--- config.mk ---
export PLATFORM = sky130hd
export DESIGN_NAME = tree_classifier
export DESIGN_NICKNAME = d
export VERILOG_FILES = /design/src/rtl/tree_classifier.sv
export SDC_FILE = /design/constraint.sdc
export NUM_CORES = 1
export LEC_CHECK = 0
export ABC_AREA = 0
export BUFFER_PORTS_ARGS = -buffer_cell sky130_fd_sc_hd__buf_2
export CAP_MARGIN = 5
export CELL_PAD_IN_SITES_DETAIL_PLACEMENT = 2
export CELL_PAD_IN_SITES_GLOBAL_PLACEMENT = 2
export CORE_MARGIN = 2
export CORE_UTILIZATION = 42
export DETAILED_ROUTE_END_ITERATION = 10
export GPL_TIMING_DRIVEN = 0
export PLACE_DENSITY_LB_ADDON = 0.1
export SYNTH_ARGS = -nofsm -noshare
export SYNTH_HDL_FRONTEND = slang
export SYNTH_SLANG_ARGS = --single-unit
--- constraint.sdc ---
create_clock -name clk -period 10.9 [get_ports clk]
set_clock_uncertainty 0.05 [all_clocks]
set_input_delay 1.635 -clock clk [delete_from_list [all_inputs] [get_ports clk]]
set_output_delay 1.635 -clock clk [all_outputs]
set_load 0.02 [all_outputs]
--- src/rtl/tree_classifier.sv ---
// ---------------------------------------------------------------------------
// tree_classifier
//
// Decision-tree inference stage. One sample is accepted per
// data_ready/data_processed handshake. The stage then walks a complete binary
// tree of programmable thresholds, one level per clock. The leaf's class label
// is presented on a valid/ready output port.
//
// Ports:
//   clk            in   single clock, rising-edge
//   reset          in   synchronous, active-high reset
//   data_in        in   sample from the upstream input buffer
//   data_ready     in   sample valid, held by upstream until acknowledged
//   data_processed out  one-cycle acknowledge of a captured sample
//   class_out      out  leaf label of the last classified sample
//   class_valid    out  result valid, held until class_ready
//   class_ready    in   downstream accept
//   busy           out  high whenever the FSM is not idle
//   cfg_we         in   configuration write strobe
//   cfg_addr       in   threshold address (0..2^DEPTH-2), leaf address
//                       (2^DEPTH-1..2^(DEPTH+1)-2); all-ones is ignored
//   cfg_data       in   threshold value, or leaf label in its low bits
// ---------------------------------------------------------------------------
module tree_classifier #(
  parameter int DATA_WIDTH  = 8,
  parameter int DEPTH       = 3,
  parameter int CLASS_WIDTH = 2
) (
  input  logic                   clk,
  input  logic                   reset,
  input  logic [DATA_WIDTH-1:0]  data_in,
  input  logic                   data_ready,
  output logic                   data_processed,
  output logic [CLASS_WIDTH-1:0] class_out,
  output logic                   class_valid,
  input  logic                   class_ready,
  output logic                   busy,
  input  logic                   cfg_we,
  input  logic [DEPTH:0]         cfg_addr,
  input  logic [DATA_WIDTH-1:0]  cfg_data
);

  localparam int NUM_NODES  = 2**DEPTH - 1;
  localparam int NUM_LEAVES = 2**DEPTH;
  localparam int AW         = DEPTH + 1;
  localparam int LW         = $clog2(DEPTH + 1);

  localparam logic [AW-1:0]         LEAF_BASE  = AW'(NUM_NODES);
  localparam logic [AW-1:0]         CFG_IGNORE = {AW{1'b1}};
  localparam logic [LW-1:0]         LAST_LEVEL = LW'(DEPTH - 1);
  localparam logic [DATA_WIDTH-1:0] THR_RESET  = {1'b1, {(DATA_WIDTH-1){1'b0}}};

  localparam logic [1:0] S_IDLE = 2'd0;
  localparam logic [1:0] S_WALK = 2'd1;
  localparam logic [1:0] S_OUT  = 2'd2;

  logic [DATA_WIDTH-1:0]  r_thr  [NUM_NODES];
  logic [CLASS_WIDTH-1:0] r_leaf [NUM_LEAVES];

  logic [1:0]             r_state;
  logic [DATA_WIDTH-1:0]  r_sample;
  logic [AW-1:0]          r_node;
  logic [LW-1:0]          r_level;
  logic                   r_dataProcessed;
  logic [CLASS_WIDTH-1:0] r_classOut;
  logic                   r_classValid;

  logic                   w_goRight;
  logic [AW-1:0]          w_child;

  // Threshold/leaf tables. Nonblocking writes mean a node compared in the
  // same cycle it is written still sees its old value.
  always_ff @(posedge clk) begin
    if (reset) begin
      for (int i = 0; i < NUM_NODES; i++) begin
        r_thr[i] <= THR_RESET;
      end
      for (int i = 0; i < NUM_LEAVES; i++) begin
        r_leaf[i] <= CLASS_WIDTH'(i);
      end
    end else if (cfg_we) begin
      if (cfg_addr < LEAF_BASE) begin
        r_thr[DEPTH'(cfg_addr)] <= cfg_data;
      end else if (cfg_addr != CFG_IGNORE) begin
        r_leaf[DEPTH'(cfg_addr - LEAF_BASE)] <= cfg_data[CLASS_WIDTH-1:0];
      end
    end
  end

  // Heap-indexed step: children of n are 2n+1 (left) and 2n+2 (right).
  // Equality goes right.
  assign w_goRight = (r_sample >= r_thr[DEPTH'(r_node)]);
  assign w_child   = (r_node << 1) + AW'(1) + AW'(w_goRight);

  // Control FSM. The acknowledge is a single-cycle pulse, so it defaults low
  // and is only raised on the capture edge.
  always_ff @(posedge clk) begin
    if (reset) begin
      r_state         <= S_IDLE;
      r_sample        <= '0;
      r_node          <= '0;
      r_level         <= '0;
      r_dataProcessed <= 1'b0;
      r_classOut      <= '0;
      r_classValid    <= 1'b0;
    end else begin
      r_dataProcessed <= 1'b0;
      case (r_state)
        S_IDLE: begin
          if (data_ready) begin
            r_sample        <= data_in;
            r_node          <= '0;
            r_level         <= '0;
            r_dataProcessed <= 1'b1;
            r_state         <= S_WALK;
          end
        end
        S_WALK: begin
          r_node  <= w_child;
          r_level <= r_level + LW'(1);
          // The child reached from the last internal level is a leaf node.
          if (r_level == LAST_LEVEL) begin
            r_classOut   <= r_leaf[DEPTH'(w_child - LEAF_BASE)];
            r_classValid <= 1'b1;
            r_state      <= S_OUT;
          end
        end
        S_OUT: begin
          // Returning to IDLE first guarantees a capture never shares the
          // edge on which the result is accepted.
          if (class_ready) begin
            r_classValid <= 1'b0;
            r_state      <= S_IDLE;
          end
        end
        default: begin
          r_state <= S_IDLE;
        end
      endcase
    end
  end

  assign data_processed = r_dataProcessed;
  assign class_out      = r_classOut;
  assign class_valid    = r_classValid;
  assign busy           = (r_state != S_IDLE);

endmodule

==> results of run 1 <==
-- final timing paths --
| kind | cells after the start | from | end | slack [ps] |
|---|---|---|---|---|
| min | 1 | r_thr[6][7] | r_thr[6][7] | 420 |
| min reg2reg | 1 | r_thr[6][7] | r_thr[6][7] | 420 |
| max | 15 | flop | class_out[0] | 5870 |
| max reg2reg | 15 | flop | class_out[0] | 5870 |
-- critical path: cells and delay by family, from the launching register on --
kind,cells,cell delay [ps]
adders and majority gates,2,640
muxes,3,1040
and+or+nand+nor,3,770
buffers and inverters,4,1350
DFF,1,330
AOI/OAI and AO/OA,3,720
-- layout make-up --
cell class                 instances  area [um2]  share of cell area
buffer                            13        53.8              0.0105
clock buffer                      10         138              0.0269
clock inverter                     6        43.8             0.00855
inverter                          12        45.0             0.00879
multi-input combinational        250        1770               0.345
sequential                       102        2760               0.539
tap                              140         175              0.0342
timing repair buffer              28         140              0.0274
-- flip-flops by register name, indices dropped and copies added (netlist names), named ones only --
name,count
class_out,2
class_valid,1
data_processed,1
r_leaf,16
r_level,2
r_node,3
r_sample,8
r_state,2
r_thr,64
-- synth_stat cells (6+ instances only) --
master	n	area share
ha_1	11	0.030
a21oi_1	18	0.019
mux2i_1	13	0.028
and2_1	12	0.016
edfxtp_1	72	0.47
clkbuf_1	11	0.0089
nand3_1	6	0.0065
mux4_2	16	0.078
or2_2	11	0.015
nor2_1	53	0.043
dfxtp_1	30	0.13
nand2_1	39	0.032
nand2b_1	8	0.011
inv_1	11	0.0089
-- layer usage --
layer / vias up / GRT usage / wire, um
met5: - / 0 / 0
met4: 0 / 0.0604 / 193
met3: 14 / 0.0442 / 351
met2: 53 / 0.413 / 6600
met1: 1576 / 0.292 / 5230
li1: 1444 / - / -
-- power breakdown --
| part | total, mW | internal, mW | switching, mW |
|---|---|---|---|
| clock network | 0.228 | 0.0904 | 0.137 |
| registers | 0.441 | 0.433 | 0.00816 |
| logic | 0.0857 | 0.0350 | 0.0506 |
| total | 0.754 | 0.558 | 0.196 |
-- cell families (layout without fill, tap and decap cells) --
| kind of cell | Yosys count | count (layout) | share of synthesized area |
|---|---|---|---|
| AOI/OAI and AO/OA | 38 | 38 | 0.0522 |
| xor gates and xnor gates | 5 | 5 | 0.00946 |
| adders and majority gates | 11 | 11 | 0.0297 |
| buffers and inverters | 25 | 69 | 0.0214 |
| DFF | 102 | 102 | 0.597 |
| muxes | 32 | 32 | 0.113 |
| and+or+nand+nor | 164 | 164 | 0.177 |
-- per-stage QoR --
stage | cell area [um2] | power, mW | util
after global placement | 4940 | 0.530 | 0.458
final | 5120 | 0.754 | 0.475
after floorplan | 4630 | 0.503 | -
after detailed placement | 4940 | 0.536 | 0.458
after CTS | 5120 | 0.761 | 0.475
after global routing | 5120 | 0.782 | 0.475
==> reports/qor.csv, run 1 <==
metric,value,unit
cp_slowest_stage_delay,570,ps
dp_hpwl,9120,um
grt.overflow.total,0,
grtUsageTotal,0.233,
crit_type,flop to flop,
cp.required,11100,ps
ys_seq_area_frac,0.597,
nets,452,
finalNonFillerCells,561,
layout_commonest_cell,edfxtp_1,
cts_made_buffers,9,
wl,12400,um
final_cell_mix,"72 x edfxtp_1, 53 x nor2_1, 39 x nand2_1, 30 x dfxtp_1, 29 x buf_2",
cts_tree,built,
synth-edff-count,72,
setup.worst_path.end_class,flop,
clock_sinks,102,
mappedNetlistNets,413,
io-pin-count,30,
finalWeightedCongestion,0.765,
dieWidth,109,um
placed_cells,545,
holdBufCountCts,0,
num_vias,3087,
row_count,38,
hold_class,flop to flop,
arrival,5230,ps
synthCells,377,
viasPerCell,5.50,
ant_nets,0,
place_ws,5860,ps
layout_min_cycle_time,5030,ps
setup_tns,0,ps
final.setup.worst_slack,5870,ps
h-tree-depth,3,
initial_core_util,0.429,
timing.critical_path.from_type,flop,
drt_iter0_drc,230,
yosysWarnings,0,
postCtsResizedCells,0,
path_clk_slew,100,ps
critPathSlowestCell,mux4_2,
run_status,finished clean,
p_leak,1.85,nW
wl_per_cell,22.1,um
netlist_area,4630,um2
hold_ws,423,ps
cp_max_fo,10,
fillCellCount,1108,
slew_headroom,0.373,
maxCapViolCount,0,
tightest_slew,934,ps
die_h,109,um
grt_pass1_wl,19800,um
route.detailed.drc,0,
async_flop_share,0,
finalCritPeriodShare,0.462,
synth.avg_cell_area,12.3,um2
synth_seq_cells,102,
vdd_ir_drop_max,75.5,uV
rsz0062_at_grt,false,
fmax,199,MHz
antenna_found_initial,0,
cts_setup_buffers,0,
setup_viol,0,
synth_cell_types,48,
die_area,11900,um2
antenna_cells,0,
crit_chain,"clkbuf_1, buf_2, mux4_2, mux2i_1, ha_1, and3_1, a221oi_1, o31a_1, clkbuf_1, inv_1, ha_1, or3b_2, o22ai_1, mux2_2, nor4_1",
layout-drive-gt1-share,0.195,
clk_latency,380,ps
dr.pass1.iters,4,
grt_max_degree,18,
cts_root_buf,clkbuf_8,
io_buffers,28,
synthFlopType,edfxtp_1,
cts_buffer_depth,2,
finalHoldViolations,0,
cellPowerDensity,147,nW/um2
design.core.area,10800,um2
area_growth,10.7,%
first_global_vias,3481,
maxSlewViolCount,0,
No activity file was read; power rests on OpenSTA's default activity.
==> inputs of run 2 (changes only) <==
==> constraint.sdc (replaced) <==
create_clock -name clk -period 5 [get_ports clk]
set_clock_uncertainty 0.05 [all_clocks]
set_input_delay 0.75 -clock clk [delete_from_list [all_inputs] [get_ports clk]]
set_output_delay 0.75 -clock clk [all_outputs]
set_load 0.02 [all_outputs]
==> reports/qor.csv, run 2 (synthesized netlist as in run 1, its figures left out) <==
metric,value,unit,change
run_status,finished clean,,unchanged
timing.critical_path.from_type,flop,,unchanged
holdPathStages,1,,unchanged
wl_per_cell,22.1,um,about the same
multi_input_area,1770,um2,unchanged
dp_hpwl,9120,um,unchanged
p_seq_frac,0.585,,was 0.584
row_count,38,,unchanged
finalCritPeriodShare,0.930,,was 0.462
cts_root_buf,clkbuf_8,,unchanged
grt.overflow.total,0,,unchanged
p_int,1.22,mW,was 558 uW
hp-start,r_thr[6][7],,unchanged
holdBufCountCts,0,,unchanged
route.detailed.drc,0,,unchanged
cp_max_fo,10,,unchanged
layout_commonest_cell,edfxtp_1,,unchanged
finalHoldViolations,0,,unchanged
final_cell_mix,"72 x edfxtp_1, 53 x nor2_1, 39 x nand2_1, 29 x dfxtp_1, 28 x buf_2",,"was 72 x edfxtp_1, 53 x nor2_1, 39 x nand2_1, 30 x dfxtp_1, 29 x buf_2"
cts_buffer_depth,2,,unchanged
fillCellCount,1112,,was 1108
grt_max_degree,18,,unchanged
regArea,2760,um2,about the same
regMostFlops,r_thr,,unchanged
post-route-util,0.475,,about the same
path_clk_slew,100,ps,about the same
ant_nets,0,,unchanged
vdd_ir_drop_max,165,uV,was 75.5 uV
grt_pass1_wl,19800,um,about the same
maxCapViolCount,0,,unchanged
p_clk_frac,0.303,,was 0.302
nets,451,,was 452
design.core.area,10800,um2,unchanged
io-pin-count,30,,unchanged
hold_class,flop to flop,,unchanged
rsz0062_at_grt,false,,unchanged
arrival,4850,ps,was 5230 ps
placed_cells,545,,unchanged
die_h,109,um,unchanged
layout_min_cycle_time,4650,ps,was 5030 ps
setup.worst_path.end_class,flop,,unchanged
clock_sinks,102,,unchanged
switching_power,430,uW,was 196 uW
first_global_vias,3476,,was 3481
clk_latency,380,ps,about the same
maxSlewViolCount,0,,unchanged
crit_type,flop to flop,,unchanged
initial_core_util,0.429,,unchanged
dieWidth,109,um,unchanged
finalNonFillerCells,560,,was 561
p_leak,1.85,nW,about the same
largest_register_ffs,64,,unchanged
r2r_slack,350,ps,was 5870 ps
r2r_end,class_out[0],,unchanged
cp_slowest_stage_delay,540,ps,was 570 ps
tightest_slew,962,ps,was 934 ps
antenna_cells,0,,unchanged
cellPowerDensity,321,nW/um2,was 147 nW/um2
fmax,215,MHz,was 199 MHz
area_growth,10.8,%,was 10.7%
wl,12400,um,about the same
cp.required,5200,ps,was 11100 ps
setup_tns,0,ps,unchanged
rr_worst_depth,15,,unchanged
setup_viol,0,,unchanged
dr.pass1.iters,4,,unchanged
critical_path.top_delay_family,buffers and inverters,,unchanged
viasPerCell,5.51,,was 5.50
drt_iter0_drc,226,,was 230
finalWeightedCongestion,0.765,,unchanged
io_buffers,28,,unchanged
antenna_found_initial,0,,unchanged
die_area,11900,um2,unchanged
crit_chain,"clkbuf_1, clkbuf_2, mux4_2, mux2i_1, ha_1, and3_1, a221oi_1, o31a_1, clkbuf_1, inv_1, ha_1, or3b_2, o22ai_1, mux2_2, nor4_1",,"was clkbuf_1, buf_2, mux4_2, mux2i_1, ha_1, and3_1, a221oi_1, o31a_1, clkbuf_1, inv_1, ha_1, or3b_2, o22ai_1, mux2_2, nor4_1"
combPwrFrac,0.112,,was 0.114
cts_made_buffers,9,,unchanged
worstHoldEndpoint,r_thr[6][7],,unchanged
num_vias,3088,,was 3087
cts_tree,built,,unchanged
h-tree-depth,3,,unchanged
power.total,1.65,mW,was 754 uW
top_regs,"r_thr x64, r_leaf x16, r_sample x8",,unchanged
cts_setup_buffers,0,,unchanged
slew_headroom,0.354,,was 0.373
layout-drive-gt1-share,0.200,,was 0.195
critPathSlowestCell,or3b_2,,was mux4_2
sw_frac_of_total,0.261,,was 0.260
crit_buf_inv,4,,unchanged
grtUsageTotal,0.233,,about the same
run 2: changes by cell type in the layout (fill, tap and decap cells not counted), sizes merged:
cell  previous run  this run
buf             30        29
run 2: worst max-delay path by stage:
| stage | endpoint | slack [ps] | cells past startpoint |
|---|---|---|---|
| floorplan | class_out[0] | 900 | 15 |
| global placement | class_out[0] | 30 | 15 |
| detailed placement | class_out[0] | -40 | 15 |
| CTS | class_out[1] | 90 | 14 |
| global route | class_out[0] | 90 | 15 |
| finish | class_out[0] | 350 | 15 |
run 2: cell type report:
| type | count | area share |
|---|---|---|
| Clock buffer | 10 | 0.0269 |
| Sequential cell | 102 | 0.539 |
| Buffer | 12 | 0.0105 |
| Clock inverter | 6 | 0.00854 |
| Timing Repair Buffer | 28 | 0.0273 |
| Tap cell | 140 | 0.0342 |
| Inverter | 12 | 0.00879 |
| Multi-Input combinational cell | 250 | 0.344 |
run 2: repair_timing:
| item | 4_1_cts | 5_1_grt |
|---|---|---|
| cloned | 0 | 0 |
| gates resized for setup | 0 | 4 |
| setup endpoints to repair | 2 | 2 |
run 2: worst reg2reg max path: cells and delay by family, from the launching register on:
kind / cells / cell delay [ps]
simple gates: 3 / 770
flops: 1 / 320
compound gates: 3 / 710
fa+ha+maj: 2 / 640
mux: 3 / 840
buf+inv: 4 / 1180
run 2: through the flow:
stage	worst slack, ps	hold slack, ps	instance area [um2]
floorplan	904	380	4630
global placement	31.2	397	4940
detailed placement	-35.3	402	4940
CTS	86.1	424	5120
global route	93.2	459	5120
finish	348	423	5120
run 2: power groups by stage:
stage                     clock network [mW]  logic (mW)  registers, mW
final                                  0.499       0.184          0.964
after global routing                   0.532       0.205          0.969
after CTS                              0.507       0.187          0.964
after detailed placement                   0       0.189          0.980
after global placement                     0       0.180          0.975
after floorplan                            0       0.125          0.972
run 2: metal layers:
| layer | wire, um | track usage | vias to the layer above |
|---|---|---|---|
| li1 | - | - | 1438 |
| met3 | 406 | 0.0442 | 18 |
| met2 | 6570 | 0.413 | 55 |
| met4 | 214 | 0.0604 | 0 |
| met5 | 0 | 0 | - |
| met1 | 5200 | 0.292 | 1577 |
==> inputs of run 3 (changes only) <==
==> constraint.sdc (replaced) <==
create_clock -name clk -period 5.1 [get_ports clk]
set_clock_uncertainty 0.05 [all_clocks]
set_input_delay 0.765 -clock clk [delete_from_list [all_inputs] [get_ports clk]]
set_output_delay 0.765 -clock clk [all_outputs]
set_load 0.02 [all_outputs]
==> reports/qor.csv, run 3 (synthesized netlist as in run 1, its figures left out) <==
metric,value,unit,change
run_status,finished clean,,unchanged
finalHoldViolations,0,,unchanged
arrival,4850,ps,about the same
cp_max_fo,10,,unchanged
final.setup.worst_slack,448,ps,was 348 ps
antenna_cells,0,,unchanged
layout_commonest_cell,edfxtp_1,,unchanged
maxCapViolCount,0,,unchanged
route.detailed.drc,0,,unchanged
fmax,215,MHz,unchanged
clock_sinks,102,,unchanged
grt.overflow.total,0,,unchanged
io-pin-count,30,,unchanged
crit_type,flop to flop,,unchanged
clk_latency,380,ps,about the same
hold_ws,423,ps,unchanged
grt_pass1_wl,19800,um,about the same
cellPowerDensity,315,nW/um2,was 321 nW/um2
setup.worst_path.end_class,flop,,unchanged
grtUsageTotal,0.233,,about the same
setup_tns,0,ps,unchanged
slew_headroom,0.354,,unchanged
io_buffers,28,,unchanged
wl,12400,um,unchanged
nets,451,,unchanged
vdd_ir_drop_max,162,uV,was 165 uV
cts_tree,built,,unchanged
cp.required,5300,ps,was 5200 ps
rsz0062_at_grt,false,,unchanged
cts_made_buffers,9,,unchanged
final_cell_mix,"72 x edfxtp_1, 53 x nor2_1, 39 x nand2_1, 29 x dfxtp_1, 28 x buf_2",,unchanged
dr.pass1.iters,4,,unchanged
p_leak,1.85,nW,unchanged
path_clk_slew,100,ps,about the same
dp_hpwl,9120,um,unchanged
place_ws,64.7,ps,was -35.3 ps
first_global_vias,3481,,was 3476
wl_per_cell,22.1,um,unchanged
grt_max_degree,18,,unchanged
regMostFlops,r_thr,,unchanged
row_count,38,,unchanged
r2r_end,class_out[0],,unchanged
die_h,109,um,unchanged
area_growth,10.8,%,unchanged
timing.critical_path.from_type,flop,,unchanged
dieWidth,109,um,unchanged
layout-drive-gt1-share,0.200,,unchanged
cts_buffer_depth,2,,unchanged
hold_class,flop to flop,,unchanged
viasPerCell,5.51,,unchanged
die_area,11900,um2,unchanged
num_vias,3088,,unchanged
h-tree-depth,3,,unchanged
cts_root_buf,clkbuf_8,,unchanged
setup_viol,0,,unchanged
antenna_found_initial,0,,unchanged
finalWeightedCongestion,0.765,,unchanged
design.core.area,10800,um2,unchanged
layout_min_cycle_time,4650,ps,unchanged
finalCritPeriodShare,0.912,,was 0.930
initial_core_util,0.429,,unchanged
maxSlewViolCount,0,,unchanged
top_regs,"r_thr x64, r_leaf x16, r_sample x8",,unchanged
largest_register_ffs,64,,unchanged
tightest_slew,962,ps,unchanged
r2r_slack,450,ps,was 350 ps
critical_path.endpoint,class_out[0],,unchanged
drt_iter0_drc,226,,unchanged
rr_worst_depth,15,,unchanged
ant_nets,0,,unchanged
==> run 3: cell counts in the layout (fill, tap and decap cells not counted) <==
No cell type changed its count.
==> run 3: per-stage QoR <==
step	cell area, um2	total power, mW	util	cells
floorplan	4630	1.08	-	377
global placement	4940	1.13	0.458	545
detailed placement	4940	1.15	0.458	545
CTS	5120	1.63	0.475	561
global route	5120	1.67	0.475	560
finish	5120	1.61	0.475	560
==> run 3: area by class of cell <==
cell class | instances | area, um2
well taps | 140 | 175
clock inverters | 6 | 43.8
flip-flops and latches | 102 | 2760
multi-input cells | 250 | 1770
repair buffers | 28 | 140
plain buffers | 12 | 53.8
inverters | 12 | 45.0
clock buffers | 10 | 138
fillers | 1112 | 5670
==> run 3: repair_timing <==
action,CTS,global route
hold endpoints to repair,0,0
gates resized for setup,0,4
hold buffers,0,0
setup endpoints to repair,0,2
buffers inserted,0,0
==> run 3: layer usage <==
metal,vias to the layer above,part of all wire,GRT usage
li1,1438,-,-
met1,1577,0.42,0.292
met2,55,0.53,0.413
met3,18,0.033,0.0442
met4,0,0.017,0.0604
met5,-,0,0
==> run 3: worst min-delay path by stage <==
stage,start,end,slack (ps),depth (start not counted)
after global routing,r_sample[1],r_sample[1],460,2
after detailed placement,r_thr[6][7],r_thr[6][7],400,1
after floorplan,r_thr[6][7],r_thr[6][7],380,1
final,r_thr[6][7],r_thr[6][7],420,1
after CTS,r_thr[6][7],r_thr[6][7],420,1
after global placement,r_thr[6][7],r_thr[6][7],400,1
==> run 3: critical path, stage by stage, from the launching register on <==
cell and delay (ps):
dfxtp_1 320, clkbuf_1 360, clkbuf_2 400, mux4_2 370, mux2i_1 290, ha_1 310
and3_1 180, a221oi_1 330, o31a_1 190, clkbuf_1 330, inv_1 90, ha_1 330
or3b_2 540, o22ai_1 190, mux2_2 180, nor4_1 50
==> run 3: power by group <==
group / switching (mW) / internal, mW / total [mW]
Clock: 0.296 / 0.193 / 0.489
Sequential: 0.0201 / 0.925 / 0.945
Combinational: 0.106 / 0.0751 / 0.181
Total: 0.421 / 1.19 / 1.61
